<file path="config.mk">
export PLATFORM = sky130hd
export DESIGN_NAME = reg_paralelo_serie_tx_flat
export DESIGN_NICKNAME = d
export VERILOG_FILES = /design/src/rtl/reg_paralelo_serie_tx_if.sv /design/src/rtl/reg_paralelo_serie_tx.sv /design/src/flat_wrapper.sv
export SDC_FILE = /design/constraint.sdc
export NUM_CORES = 1
export LEC_CHECK = 0
export CORE_AREA = 2 2 39 41
export DETAILED_ROUTE_END_ITERATION = 8
export DIE_AREA = 0 0 41 43
export PLACE_DENSITY = 0.68
export SLEW_MARGIN = 20
export SYNTH_ARGS = -nofsm -noshare
export SYNTH_HDL_FRONTEND = slang
export SYNTH_SLANG_ARGS = --single-unit
</file>
<file path="constraint.sdc">
create_clock -name clk -period 1.61 [get_ports clk]
set_input_delay 0.2415 -clock clk [delete_from_list [all_inputs] [get_ports clk]]
set_output_delay 0.2415 -clock clk [all_outputs]
set_load 0.005 [all_outputs]
</file>
<file path="src/rtl/reg_paralelo_serie_tx_if.sv">
// -----------------------------------------------------------------------------
// reg_paralelo_serie_tx_if
//   Bundle of the parallel handshake and serial output signals of
//   reg_paralelo_serie_tx.
//
//   master : the word producer (drives D/valid, observes the serial side)
//   slave  : the transmitter itself
//
//   D        parallel word to send, sampled on handshake
//   valid    D holds a word to send
//   ready    transmitter can accept a word this cycle
//   SO       serial data out
//   so_valid SO carries a frame bit
//   so_last  SO carries the final bit of the frame
//   busy     a frame is in progress
// -----------------------------------------------------------------------------
interface reg_paralelo_serie_tx_if #(
  parameter int WIDTH = 4
);
  logic [WIDTH-1:0] D;
  logic             valid;
  logic             ready;
  logic             SO;
  logic             so_valid;
  logic             so_last;
  logic             busy;

  modport master (
    output D,
    output valid,
    input  ready,
    input  SO,
    input  so_valid,
    input  so_last,
    input  busy
  );

  modport slave (
    input  D,
    input  valid,
    output ready,
    output SO,
    output so_valid,
    output so_last,
    output busy
  );
endinterface

</file>
<file path="src/rtl/reg_paralelo_serie_tx.sv">
// -----------------------------------------------------------------------------
// reg_paralelo_serie_tx
//   Parallel-in, serial-out transmitter. A WIDTH-bit word is taken over a
//   valid/ready handshake and shifted out one bit at a time, each bit held on
//   SO for DIV clock cycles. Back-to-back words are accepted in the final
//   cycle of the last bit, so a continuous valid gives a gapless stream.
//
//   Parameters
//     WIDTH     word width in bits (>= 2)
//     DIV       clock cycles each bit is held on SO (>= 1)
//     MSB_FIRST 1: D[WIDTH-1] sent first, 0: D[0] sent first
//
//   Ports
//     clk  system clock, rising edge
//     rst  asynchronous, active-high reset
//     bus  slave side of reg_paralelo_serie_tx_if
//          (D, valid in; ready, SO, so_valid, so_last, busy out)
// -----------------------------------------------------------------------------
module reg_paralelo_serie_tx #(
  parameter int WIDTH     = 4,
  parameter int DIV       = 1,
  parameter bit MSB_FIRST = 1'b1
) (
  input  logic                   clk,
  input  logic                   rst,
  reg_paralelo_serie_tx_if.slave bus
);

  // Counter widths; a one-bit divider counter is kept even when DIV==1 so the
  // register is never zero-width.
  localparam int BIT_W = (WIDTH > 1) ? $clog2(WIDTH) : 1;
  localparam int DIV_W = (DIV > 1) ? $clog2(DIV) : 1;

  localparam logic [BIT_W-1:0] BIT_ZERO = {BIT_W{1'b0}};
  localparam logic [BIT_W-1:0] BIT_ONE  = BIT_W'(1);
  localparam logic [BIT_W-1:0] BIT_LAST = BIT_W'(WIDTH - 1);
  localparam logic [BIT_W-1:0] BIT_PEN  = BIT_W'(WIDTH - 2);
  localparam logic [DIV_W-1:0] DIV_ZERO = {DIV_W{1'b0}};
  localparam logic [DIV_W-1:0] DIV_ONE  = DIV_W'(1);
  localparam logic [DIV_W-1:0] DIV_LAST = DIV_W'(DIV - 1);

  // Bit of the shift register that is presented on SO, and the bit that
  // moves into that position after one shift.
  localparam int OUT_IDX  = MSB_FIRST ? (WIDTH - 1) : 0;
  localparam int NEXT_IDX = MSB_FIRST ? (WIDTH - 2) : 1;

  typedef enum logic [0:0] {
    IDLE  = 1'b0,
    SHIFT = 1'b1
  } state_t;

  state_t           state_r;
  logic [WIDTH-1:0] sr_r;
  logic [BIT_W-1:0] bit_cnt_r;
  logic [DIV_W-1:0] div_cnt_r;
  logic             so_r;
  logic             so_valid_r;
  logic             so_last_r;
  logic             busy_r;

  logic             bit_last_s;
  logic             div_last_s;
  logic             ready_s;
  logic             accept_s;
  logic [WIDTH-1:0] sr_shift_s;

  // End-of-bit / end-of-frame decode and the shifted shift-register image.
  always_comb begin
    bit_last_s = (bit_cnt_r == BIT_LAST);
    div_last_s = (div_cnt_r == DIV_LAST);
    if (MSB_FIRST) begin
      sr_shift_s = {sr_r[WIDTH-2:0], 1'b0};
    end else begin
      sr_shift_s = {1'b0, sr_r[WIDTH-1:1]};
    end
  end

  // ready is open in IDLE and during the very last cycle of the last bit,
  // which is what allows a reload with no gap cycle. Held low during reset.
  always_comb begin
    ready_s = 1'b0;
    if (rst) begin
      ready_s = 1'b0;
    end else if (state_r == IDLE) begin
      ready_s = 1'b1;
    end else if (bit_last_s && div_last_s) begin
      ready_s = 1'b1;
    end else begin
      ready_s = 1'b0;
    end
  end

  // Handshake completes on the edge where both sides agree.
  always_comb begin
    accept_s = bus.valid & ready_s;
  end

  // Transmit FSM: state, datapath and registered outputs in one place. The
  // output registers are loaded with the values the new state/sr will imply,
  // so SO always mirrors sr_r[OUT_IDX] while a frame is in progress.
  always_ff @(posedge clk or posedge rst) begin
    if (rst) begin
      state_r    <= IDLE;
      sr_r       <= {WIDTH{1'b0}};
      bit_cnt_r  <= BIT_ZERO;
      div_cnt_r  <= DIV_ZERO;
      so_r       <= 1'b0;
      so_valid_r <= 1'b0;
      so_last_r  <= 1'b0;
      busy_r     <= 1'b0;
    end else begin
      case (state_r)
        IDLE: begin
          if (accept_s) begin
            state_r    <= SHIFT;
            sr_r       <= bus.D;
            bit_cnt_r  <= BIT_ZERO;
            div_cnt_r  <= DIV_ZERO;
            so_r       <= bus.D[OUT_IDX];
            so_valid_r <= 1'b1;
            so_last_r  <= 1'b0;
            busy_r     <= 1'b1;
          end else begin
            state_r    <= IDLE;
            so_r       <= 1'b0;
            so_valid_r <= 1'b0;
            so_last_r  <= 1'b0;
            busy_r     <= 1'b0;
          end
        end

        SHIFT: begin
          if (!div_last_s) begin
            // Still holding the current bit.
            div_cnt_r <= div_cnt_r + DIV_ONE;
          end else if (!bit_last_s) begin
            // Bit period over: advance to the next bit of the same frame.
            div_cnt_r <= DIV_ZERO;
            bit_cnt_r <= bit_cnt_r + BIT_ONE;
            sr_r      <= sr_shift_s;
            so_r      <= sr_r[NEXT_IDX];
            so_last_r <= (bit_cnt_r == BIT_PEN);
          end else if (accept_s) begin
            // Last bit done and a new word is waiting: reload, no gap.
            div_cnt_r  <= DIV_ZERO;
            bit_cnt_r  <= BIT_ZERO;
            sr_r       <= bus.D;
            so_r       <= bus.D[OUT_IDX];
            so_valid_r <= 1'b1;
            so_last_r  <= 1'b0;
            busy_r     <= 1'b1;
          end else begin
            // Last bit done with nothing queued: line returns to idle.
            state_r    <= IDLE;
            div_cnt_r  <= DIV_ZERO;
            bit_cnt_r  <= BIT_ZERO;
            so_r       <= 1'b0;
            so_valid_r <= 1'b0;
            so_last_r  <= 1'b0;
            busy_r     <= 1'b0;
          end
        end

        default: begin
          state_r    <= IDLE;
          sr_r       <= {WIDTH{1'b0}};
          bit_cnt_r  <= BIT_ZERO;
          div_cnt_r  <= DIV_ZERO;
          so_r       <= 1'b0;
          so_valid_r <= 1'b0;
          so_last_r  <= 1'b0;
          busy_r     <= 1'b0;
        end
      endcase
    end
  end

  // Drive the interface from the registered outputs.
  always_comb begin
    bus.ready    = ready_s;
    bus.SO       = so_r;
    bus.so_valid = so_valid_r;
    bus.so_last  = so_last_r;
    bus.busy     = busy_r;
  end

endmodule

</file>
<file path="src/flat_wrapper.sv">
// flat-port wrapper written by rule: the top's interface ports become plain ports
module reg_paralelo_serie_tx_flat 
#(
  parameter int WIDTH     = 4,
  parameter int DIV       = 1,
  parameter bit MSB_FIRST = 1'b1
)
  (clk, rst, bus_D, bus_valid, bus_ready, bus_SO, bus_so_valid, bus_so_last, bus_busy);
  reg_paralelo_serie_tx_if #(.WIDTH(WIDTH)) bus_i ();
  input  logic clk;
  input  logic rst;
  input wire logic [$bits(bus_i.D)-1:0] bus_D;
  input wire logic [$bits(bus_i.valid)-1:0] bus_valid;
  output wire logic [$bits(bus_i.ready)-1:0] bus_ready;
  output wire logic [$bits(bus_i.SO)-1:0] bus_SO;
  output wire logic [$bits(bus_i.so_valid)-1:0] bus_so_valid;
  output wire logic [$bits(bus_i.so_last)-1:0] bus_so_last;
  output wire logic [$bits(bus_i.busy)-1:0] bus_busy;
  assign bus_i.D = bus_D;
  assign bus_i.valid = bus_valid;
  assign bus_ready = bus_i.ready;
  assign bus_SO = bus_i.SO;
  assign bus_so_valid = bus_i.so_valid;
  assign bus_so_last = bus_i.so_last;
  assign bus_busy = bus_i.busy;
  reg_paralelo_serie_tx #(.WIDTH(WIDTH), .DIV(DIV), .MSB_FIRST(MSB_FIRST)) u_core (.clk(clk), .rst(rst), .bus(bus_i));
endmodule
</file>
==> metrics <==
status=finished clean; minimum clock period=1500 ps; DRT Pass-1 Iters=4; top cell type's share of synthesized area=52.5%; Final Skew=1.14 ps; number of buffers created by CTS=3; largest net degree at the start of global routing=10; cell count after synthesis=37; CP Class=flip-flop to primary output; Worst Path Required=1370 ps; Fillers=152; worst skew pair latency=260 ps; VDD IR max=885 µV; Switching Fraction=31.1%; CTS Sinks=9; Final Max Slew Viols=0; initial DRC count=2; Comb power frac=42.9%; drt total wl=661 µm; routability cong.=0.653; sequential share of power=39.2%; CTS tree=built; IO Pins=12; Placed Area=542 µm²; total nets after synthesis=46; initial antenna violation count=0; Area contributors post-synth=dfrtp_1, mux2i_1, ha_1; Initial Util=31.0%; Post-Synth XOR/XNOR Area=0%; f_max=669 MHz; clk slew on worst S/H paths=60 ps; final hold viol count=0; Die Y-Extent=43 µm; nets=63; Max H-tree Level=1; GRT Total Usage=11.1%; vias=300; Synth Area in Compound Gates=6.12%; Reg-to-Reg End=u_core.bus.SO; share of cells above drive strength 1=18.9%; cell area after layout=586 µm²; Critical Path AT=1250 ps; input/output buffers=11; root buf cell=clkbuf_4; Startpoint Class=flip-flop; Finished Layout Cells=69; sequential share of the synthesized area=52.5%; Critical Path Sink Type=primary output; antenna cells=0; NetSw=304 µW; Avg Cell Area, Syn=11.6 µm²; Clock Power Share=17.9%; WL/cell=9.58 µm; Final HPWL DP=471 µm; multiplexer share of the synthesized area=11.7%; Power Total=979 µW; Die ar.=0.00176 mm²; yosys warns=0; Crit. Startpoint=u_core.bit_cnt_r[1]; setup ws final=114 ps; cell area after synthesis=429 µm²; Max Cap Viol=0; Adder-Cell Fraction of Synth Area=5.83%; die width=41 µm; r2r worst-path depth=5; crit path to=bus_ready; Pleak=0.000300 µW; dominant cell type by area after synthesis=dfrtp_1; worst-path fanout max=2; # rows=14; RSZ-0062 raised after global routing=false; flop and latch count out of synthesis=9; Netlist cell types=16; synthesis-to-finish area growth=36.4%; post-DR vias/cell=4.35; Antenna Violating Nets Remaining=0; vias in the first global route=263; Worst R2R Setup Slack=350 ps; post-route setup TNS=0 ps; pre-CTS setup slack=80.7 ps; worst hold path class=primary input to asynchronous set/reset pin; core area=0.00138 mm²; Rel. slew slack=75.2%; GRT overflow=0; clk buf depth=2; Worst-Margin Slew=372 ps; PwrDens=1670 mW/mm²; first-pass GRT wire length=1180 µm; Reg2Reg Launch Point=u_core.bit_cnt_r[1]; largest family of logic cells by synthesized area=simple AND/OR/NAND/NOR gates; DRC viols=0; final setup violating endpoints=0; Post-Synth Simple-Gate Area=13.7%; Internal=675 µW; period utilization=92.9%; dpl cells=63
[synthesized netlist by cell type]
| cell type | instances |
|---|---|
| dfrtp_1 | 9 |
| mux2i_1 | 5 |
| nand2_1 | 5 |
| inv_1 | 3 |
| ha_1 | 2 |
| nor2_1 | 2 |
| o21ai_1 | 2 |
| a21o_1 | 1 |
| a22o_1 | 1 |
| and2_2 | 1 |
| and2b_1 | 1 |
| buf_4 | 1 |
| buf_6 | 1 |
| clkbuf_8 | 1 |
| nand2b_1 | 1 |
| nor2_4 | 1 |
[worst min path at each step]
| stage | start | endpoint | slack [ps] | cells past startpoint |
|---|---|---|---|---|
| floorplan | rst | u_core.bit_cnt_r[0] | 70 | 1 |
| global placement | u_core.sr_r[1] | u_core.sr_r[2] | 460 | 2 |
| detailed placement | u_core.sr_r[1] | u_core.sr_r[2] | 470 | 2 |
| CTS | rst | u_core.bit_cnt_r[0] | 310 | 2 |
| global route | rst | u_core.sr_r[0] | 340 | 2 |
| finish | rst | u_core.sr_r[0] | 300 | 2 |
[layout make-up]
| type | instances | area, µm² | area share [%] |
|---|---|---|---|
| multi-input cells | 22 | 163 | 27.8 |
| inverters | 3 | 11.3 | 1.92 |
| clock buffers | 4 | 26.3 | 4.49 |
| well taps | 16 | 20.0 | 3.42 |
| repair buffers | 15 | 140 | 23.9 |
| flip-flops and latches | 9 | 225 | 38.5 |
[what timing repair did]
| item | in CTS | in global routing |
|---|---|---|
| hold buffers | 0 | 0 |
| buffers inserted | 2 | 0 |
| resized for setup | 1 | 2 |
| setup endpoints to repair | 1 | 1 |
[metal layers]
metal	share of wire, %	routed length, µm	GRT usage (%)	up-vias
met5	0	0	0	-
met4	4.8	32	12.0	0
met3	6.1	40	4.71	4
met2	44	289	12.2	13
met1	45	299	14.3	135
li1	-	-	-	148
[power by group through the flow]
stage               sequential, µW  combinational [µW]  clock (µW)
CTS                            383                 424         186
detailed placement             397                 382           0
global placement               391                 375           0
finish                         384                 420         175
floorplan                      388                 259           0
global route                   397                 484         199
[cells by family after synthesis]
logic type / after synthesis
and+or+nand+nor: 11
DFF: 9
buffers and inverters: 6
muxes: 5
AOI/OAI and AO/OA: 4
adders and majority gates: 2
[metrics by stage]
stage          hold WS (ps)  util, %
6_report                296     42.3
5_1_grt                 339     42.3
4_1_cts                 309     42.0
3_5_place_dp            472     39.2
3_3_place_gp            463     39.2
2_1_floorplan          69.4        -
[critical path: stages (launching register included)]
cell and delay (ps):
dfrtp_1 370, ha_2 160, and2b_1 180, nor2_1 80, clkdlybuf4s15_1 200
[layout by cell type, fill, tap and decap left out, types with 2 or more instances in the layout]
master / n
clkdlybuf4s50_1: 10
dfrtp_1: 9
nand2_1: 5
mux2i_1: 5
buf_4: 4
inv_1: 3
clkbuf_4: 3
nor2_1: 2
o21ai_1: 2
[state kept, by name, indices dropped and copies added, names as in the netlist]
signal / flops
u_core.state_r: 1
u_core.bus.SO: 1
u_core.sr_r: 3
u_core.bus.so_last: 1
u_core.bus.busy: 1
u_core.bit_cnt_r: 2
Note: power is estimated with default switching activity, not from simulation.
